==> src/rtl/adc_pkt_builder.sv <==
// adc_pkt_builder: captures one ADC channel per strobe into a sample FIFO and frames it as header+payload packets on a valid/ready stream
module adc_pkt_builder #(
  parameter int NUM_CH = 9,
  parameter int CH_W = 96,
  parameter int OUT_W = 32,
  parameter int SMP_PER_PKT = 16,
  parameter int FIFO_DEPTH = 8,
  localparam int CW = NUM_CH > 1 ? $clog2(NUM_CH) : 1
) (
  input  logic                   clk,
  input  logic                   rst,
  input  logic                   cfg_en,
  input  logic                   cfg_mode,
  input  logic [CW-1:0]          cfg_ch_sel,
  input  logic [NUM_CH*CH_W-1:0] data_in,
  input  logic                   data_vld,
  output logic [OUT_W-1:0]       pkt_data,
  output logic                   pkt_vld,
  input  logic                   pkt_rdy,
  output logic                   pkt_sop,
  output logic                   pkt_eop,
  output logic [15:0]            ovf_cnt,
  output logic                   busy
);
  localparam int WPS = CH_W / OUT_W;
  localparam int WW = WPS > 1 ? $clog2(WPS) : 1;
  localparam int AW = $clog2(FIFO_DEPTH);
  localparam logic [7:0] SPP = 8'(SMP_PER_PKT);
  typedef enum logic [1:0] {IDLE, HDR, PAY} state_t;
  state_t state, state_n;
  logic [CW+CH_W-1:0] mem [FIFO_DEPTH];
  logic [AW:0] wp, rp;
  logic [CW-1:0] sp, ch, head_ch;
  logic [CH_W-1:0] head;
  logic [7:0] seq, s;
  logic [WW-1:0] w;
  logic empty, full, cap, push, pop, hs, last_w;
  assign empty = wp == rp;
  assign full = (wp[AW] != rp[AW]) && (wp[AW-1:0] == rp[AW-1:0]);
  assign cap = cfg_en && data_vld;
  assign ch = cfg_mode ? sp : ({1'b0, cfg_ch_sel} < (CW+1)'(NUM_CH) ? cfg_ch_sel : '0);
  assign push = cap && !full;
  assign {head_ch, head} = mem[rp[AW-1:0]];
  assign hs = pkt_vld && pkt_rdy;
  assign last_w = w == WW'(WPS-1);
  // in flush the FIFO is empty, so padding words advance w/s without popping
  assign pop = state == PAY && hs && last_w && !empty;
  assign busy = state != IDLE || !empty;
  always_ff @(posedge clk)
    if (push) mem[wp[AW-1:0]] <= {ch, data_in[ch*CH_W +: CH_W]};
  always_ff @(posedge clk) begin
    if (rst) begin
      wp <= '0;
      rp <= '0;
      ovf_cnt <= '0;
      sp <= '0;
    end else begin
      if (push) wp <= wp + 1'b1;
      if (pop) rp <= rp + 1'b1;
      if (cap && full && ovf_cnt != '1) ovf_cnt <= ovf_cnt + 1'b1;
      sp <= (!cfg_en || !cfg_mode) ? '0 : cap ? (sp == CW'(NUM_CH-1) ? '0 : sp + 1'b1) : sp;
    end
  end
  always_ff @(posedge clk) begin
    if (rst) begin
      state <= IDLE;
      seq <= '0;
      s <= '0;
      w <= '0;
    end else begin
      state <= state_n;
      if (state == PAY && hs) begin
        w <= last_w ? '0 : w + 1'b1;
        if (last_w) s <= pkt_eop ? '0 : s + 1'b1;
        if (pkt_eop) seq <= seq + 1'b1;
      end
    end
  end
  always_comb begin
    state_n = state;
    pkt_vld = 1'b0;
    pkt_sop = 1'b0;
    pkt_eop = 1'b0;
    pkt_data = '0;
    case (state)
      IDLE: state_n = empty ? IDLE : HDR;
      HDR: begin
        pkt_vld = 1'b1;
        pkt_sop = 1'b1;
        pkt_data = OUT_W'({8'hA5, seq, 8'(head_ch), SPP});
        state_n = pkt_rdy ? PAY : HDR;
      end
      PAY: begin
        pkt_vld = !empty || !cfg_en;
        pkt_data = empty ? '0 : head[(WPS-1-w)*OUT_W +: OUT_W];
        pkt_eop = pkt_vld && last_w && s == SPP - 8'd1;
        state_n = (hs && pkt_eop) ? IDLE : PAY;
      end
      default: state_n = IDLE;
    endcase
  end
endmodule

==> config.mk <==
export PLATFORM = sky130hd
export DESIGN_NAME = adc_pkt_builder
export DESIGN_NICKNAME = d
export VERILOG_FILES = /design/src/rtl/adc_pkt_builder.sv
export SDC_FILE = /design/constraint.sdc
export NUM_CORES = 1
export LEC_CHECK = 0
export ABC_AREA = 1
export ABC_CLOCK_PERIOD_IN_PS = 6800
export BUFFER_PORTS_ARGS = -buffer_cell sky130_fd_sc_hd__clkbuf_2
export CORE_AREA = 3 3 359 361
export DETAILED_ROUTE_END_ITERATION = 12
export DIE_AREA = 0 0 362 364
export GPL_ROUTABILITY_DRIVEN = 0
export PLACE_DENSITY = 0.58
export SLEW_MARGIN = 20
export SYNTH_ARGS = -nofsm -noshare
export SYNTH_HDL_FRONTEND = slang
export SYNTH_SLANG_ARGS = --single-unit
==> constraint.sdc <==
create_clock -name clk -period 6.8 [get_ports clk]
set_input_delay 0.34 -clock clk [delete_from_list [all_inputs] [get_ports clk]]
set_output_delay 0.34 -clock clk [all_outputs]
set_load 0.01 [all_outputs]
# After elaboration in Yosys (flattened, before gate mapping)
# Memories as Yosys holds them, arrays and structs flattened. A register that Yosys moved wholly into a read port is not among the register bits.
# Cells that the tools add are included.
[word_totals]
reg_bits = 48
ram_bits = 800
out_inout_bits = 52
memories = 1
[op_classes]
n_addsub = 8
multipliers = 1
n_lt_le_gt_ge = 1
n_eq_ne = 9
n_shift = 2
mux = 18
n_reduce_logical = 24
[mem_list]
columns = ["memory", "words", "word_bits", "rd", "rd_clocked_by_memory_dff", "wr", "line_no", "rtl"]
rows = [
  ["mem", 8, 100, 1, 1, 1, "31", "logic [CW+CH_W-1:0] mem [FIFO_DEPTH];"],
]
[op_table]
columns = ["cell", "count"]
rows = [
  ["$shiftx A864 B12 Y96", 1],
  ["$shiftx A96 B33 Y32", 1],
  ["$pmux W32 S2", 1],
  ["$mux W32", 1],
  ["$add A16 B1 Y16 const B", 1],
  ["$add A8 B1 Y8 const B", 2],
  ["$ne A16 B16 Y1 const B", 1],
  ["$add A4 B1 Y4 const B", 3],
  ["$logic_and A1 B1 Y1", 12],
  ["$mux W4", 3],
  ["$eq A8 B4 Y1 const B", 1],
  ["$mux W8", 1],
  ["$mul A4 B2 Y6 const B", 1],
  ["$mux W2", 3],
  ["$mux W3", 2],
  ["$pmux W2 S3", 1],
  ["$mux W1", 5],
  ["$eq A2 B2 Y1 const B", 2],
  ["$eq A4 B4 Y1", 1],
  ["$eq A4 B4 Y1 const B", 1],
  ["$logic_not A1 Y1", 4],
  ["$lt A4 B4 Y1 const B", 1],
  ["$reduce_and A2 Y1", 2],
  ["$eq A3 B3 Y1", 1],
  ["9 further kinds", 11],
]

# Longest topological paths before layout
[depth]
ltp_word = 10
ltp_mapped = 13
depth_no_buf = 12

# Least setup slack after synthesis
# No wires, ideal clock.
[synth_timing]
kind = "reg2reg"
from = "reg wp[1]"
to = "reg wp[3]"
setup_time_ns = 0.100
t_arrival_ns = 5.659
required_ns = 6.700
path_slack_ns = 1.041
stages_incl_launch_ff = 12
path_buffers = 0
period_less_slack_ns = 5.759
path_cell_list = "dfxtp_1 inv_1 nand2_1 nand2_1 nor2_1 nand4_1 nand2_1 inv_1 nand2_1 nor2_1 o21ai_0 a21oi_1"
[synth_between]
elab_chain_cells = 4
word_cells_on_any_way = 5
cone_classes = "add/sub (1); eq/ne (1); reduce/logical (3)"
[synth_rtl]
columns = ["element", "line_no", "rtl"]
rows = [
  ["from (decl)", "32", "logic [AW:0] wp, rp;"],
  ["from (signal assigned)", "58", "if (push) wp <= wp + 1'b1;"],
  ["branches (longest 4 deep; another with $add A4 B1 Y4)", "n/a", ""],
]
# Parallel ways; which one is timed is not known.
# A chain may end at the register's enable or synchronous reset.

==> impl_metrics.env <==
export IMPL_multi_input_area_sq_um=14800
export IMPL_finalHoldViolations=0
export IMPL_numPortBuffers=925
export IMPL_synth_adder_area_share=0.00447
export IMPL_finalSetupTns_ns=0
export IMPL_synth_edf_count=800
export IMPL_fin_crit_sh=0.678
export IMPL_antenna_found_initial=57
export IMPL_grt_pass1_wl_um=282000
export IMPL_clock_sinks=851
export IMPL_maxSlewHeadroom=0.269
export IMPL_cts_tree="done"
export IMPL_status="finished, final reports clean"
export IMPL_path_cells="inv_8 > buf_12 > buf_4 > o21ai_0 > o221ai_1 > nand3_1 > nand2_1 > nand3_1 > a21oi_1 > clkbuf_2"
export IMPL_syn_area_sq_um=42000
export IMPL_dr_total_vias=39700
export IMPL_routed_via_density=5.73
export IMPL_p_leak_nw=19.5
export IMPL_htree_levels=3
export IMPL_fill_cells=12400
export IMPL_ys_seq_area_frac=0.596
export IMPL_fp_row_count=130
export IMPL_syn_num_nets=5328
export IMPL_drc=0
export IMPL_nNetsFinal=6067
export IMPL_max_stage_delay_ns=0.56
export IMPL_crit_type="reg2out"
export IMPL_synth_mux_area_frac=0
export IMPL_dr_wl_met2_um=85600
export IMPL_die_w_um=362
export IMPL_first_pass_iters=7
export IMPL_worstPathRequired_ns=6.46
export IMPL_io_pins=926
export IMPL_p_per_area_nw_per_um2=237
export IMPL_grt_pass1_vias=35500
export IMPL_dr_wl_met3_um=28900
export IMPL_final_area_sq_um=50900
export IMPL_wl_um=212000
export IMPL_rsz0062_at_grt="no"
export IMPL_ant_nets=0
export IMPL_yosys_warnings=0
export IMPL_clock_skew_ns=0.0241
export IMPL_worstMarginPinSlew_ns=1.10
export IMPL_synth_simple_area_share=0.163
export IMPL_final_setup_viol_count=0
export IMPL_crit_path_top_delay_cell="inv_8"
export IMPL_clkTransAtPathRegs_ns=0.06
export IMPL_drtIter0Drc=5796
export IMPL_synth_cell_types=41
export IMPL_ys_flop_type="edfxtp_1"
export IMPL_synthArstFlopShare=0
export IMPL_fp_dieH_um=364
export IMPL_ys_ff_latch=851
export IMPL_postCtsSetupBuffers=0
export IMPL_start_util=0.334
export IMPL_regArea_sq_um=25100
export IMPL_min_path_type="in2reg"
export IMPL_synth_compound_area_share=0.179
export IMPL_gr_total_overflow=0
export IMPL_dp_final_hpwl_um=152000
export IMPL_cts_inserted_buffers=90
export IMPL_insertion_delay_ns=0.66
export IMPL_endpoint_kind="output pin"
export IMPL_clockBufferDepth=3
export IMPL_synth_xor_area_share=0.00229
export IMPL_coreArea_sq_um=126000
export IMPL_wl_per_cell_um=30.7
export IMPL_synth_top_family_by_area="compound AO/OA/AOI/OAI gates"
export IMPL_grt_usage=0.306
export IMPL_max_freq_mhz=217
export IMPL_placed_cell_area_sq_um=48100
export IMPL_drive_gt1_frac=0.224
export IMPL_maxCapViolations=0
export IMPL_cts_root_buf="clkbuf_16"
export IMPL_wirelength_met1_um=91000
export IMPL_startpoint_type="flop"
export IMPL_top_layer_used="met5"
export IMPL_syn_instance_count=4439
export IMPL_slew_violations=0
export IMPL_arrival_ns=4.27
export IMPL_die_area_sq_um=132000
export IMPL_critPathMaxFanout=127
export IMPL_peakVddDrop_v=0.000216
export IMPL_post_cts_resized=0
export IMPL_period_minus_slack_ns=4.61
export IMPL_synth_avg_cell_area_sq_um=9.47
export IMPL_synthToLayoutAreaGrowth_pct=21.2
export IMPL_grt_max_degree=161
export IMPL_crit_path_frequent_cell="nand3_1"
==> final cells by class <==
cell class                 count  share of cell area
tap                         1650              0.0405
inverter                     234              0.0178
clock inverter                57             0.00946
sequential                   851               0.492
antenna                       16            0.000786
timing repair buffer         986               0.104
clock buffer                 109              0.0460
multi-input combinational   3015               0.290
==> power breakdown <==
| part | internal [mW] | switching [mW] |
|---|---|---|
| sequential | 5.92 | 0.0147 |
| combinational | 0.381 | 0.968 |
| clock | 2.69 | 2.09 |
| total | 9.00 | 3.08 |
==> placed cells by master (no fill, tap or decap), types with 45 or more instances in the layout <==
cell type  synthesis  layout
o22ai_1           54      54
o211ai_1         188     188
buf_4              7      45
clkbuf_2           0     925
o21ai_1          136     136
clkbuf_16          0      91
nand2_1          439     438
edfxtp_1         800     800
a21oi_1           69      69
nor2_1          1032    1024
o221ai_1          67      67
o2111ai_1         68      68
nand3_1          195     195
o21ai_0          617     617
dfxtp_1           51      47
inv_1            223     220
==> worst max-delay path, delay by kind of cell (launching register included) <==
kind	cells	cell delay, ns
buffers and inverters	4	1.48
DFF	1	0.48
AOI/OAI and AO/OA	3	0.79
and+or+nand+nor	3	0.72
==> layer usage <==
metal	vias up	track usage
met5	-	0.00654
met4	32	0.0817
met3	320	0.107
met2	2671	0.420
met1	19400	0.454
li1	17300	-
==> path summary, 6_finish.rpt <==
kind                                         start              endpoint  slack, ns  cells past startpoint
worst max-delay path                          flop           pkt_data[9]       2.19                     10
worst min-delay path                           rst   seq[1]$_SDFFE_PP0P_       0.15                      2
worst max register to register  sp[0]$_SDFFE_PP0P_  mem[7][31]$_DFFE_PP_       2.77                     10
worst min register to register  wp[3]$_SDFFE_PP0P_    wp[3]$_SDFFE_PP0P_       0.49                      1
==> kinds of logic (layout without fill, tap and decap cells) <==
| kind of cell | count (synthesis) | after routing |
|---|---|---|
| and+or+nand+nor | 1726 | 1726 |
| other | 0 | 16 |
| AOI/OAI and AO/OA | 1263 | 1263 |
| xor gates and xnor gates | 11 | 11 |
| DFF | 851 | 851 |
| adders and majority gates | 15 | 15 |
| buffers and inverters | 573 | 1386 |
==> stage by stage <==
stage               hold WS (ns)  instances  utilization  power, mW  worst slack (ns)
finish                     0.150       6918        0.405       12.1              2.19
global route               0.156       6908        0.405       12.4              2.03
detailed placement         0.477       6735        0.382       7.36              2.38
floorplan                  0.409       4439            -       6.58              1.04
CTS                        0.117       6902        0.405       12.1              2.24
global placement           0.464       6735        0.382       7.35              2.38
==> sequential cells by signal, summed over array words and instances, names as in the netlist, named ones only <==
signal / flops
mem: 800
ovf_cnt: 16
rp: 4
s: 8
seq: 8
sp: 4
state: 2
w: 2
wp: 4
==> cells in the mapped netlist, types with 2 or more instances <==
cell       count  area share
xnor2_1        3     0.00063
buf_4          7      0.0013
o21a_1         2     0.00036
nor2_2         2     0.00030
o31ai_1       31      0.0055
inv_2          8     0.00071
nor4_1         7      0.0010
o2111ai_1     68       0.014
o21ai_1      136       0.016
o21bai_1       4     0.00071
nand3_1      195       0.023
nor2_1      1032       0.092
edfxtp_1     800        0.57
nor3_1        13      0.0015
inv_1        223       0.020
clkinv_1       3     0.00027
dfxtp_1       51       0.024
o211ai_1     188       0.034
o311ai_0       3     0.00063
o21ai_0      617       0.073
buf_1         19      0.0017
a31oi_1       13      0.0019
a21oi_1       69      0.0082
clkbuf_1     225       0.020
nor3b_1        2     0.00036
nand2_1      439       0.039
buf_2         87       0.010
ha_1          15      0.0045
o221ai_1      67       0.014
or2_2         28      0.0042
o22ai_1       54      0.0080
a211oi_1       7      0.0013
o21ai_4        2     0.00077
nand4_1        5     0.00074
xor2_1         8      0.0017
==> repair_timing <==
action                                  in CTS  in global routing
endpoints found under the hold margin        1                  0
endpoints found under the setup margin       0                  0
hold buffers                                 1                  0
(Power assumes the default switching activity.)
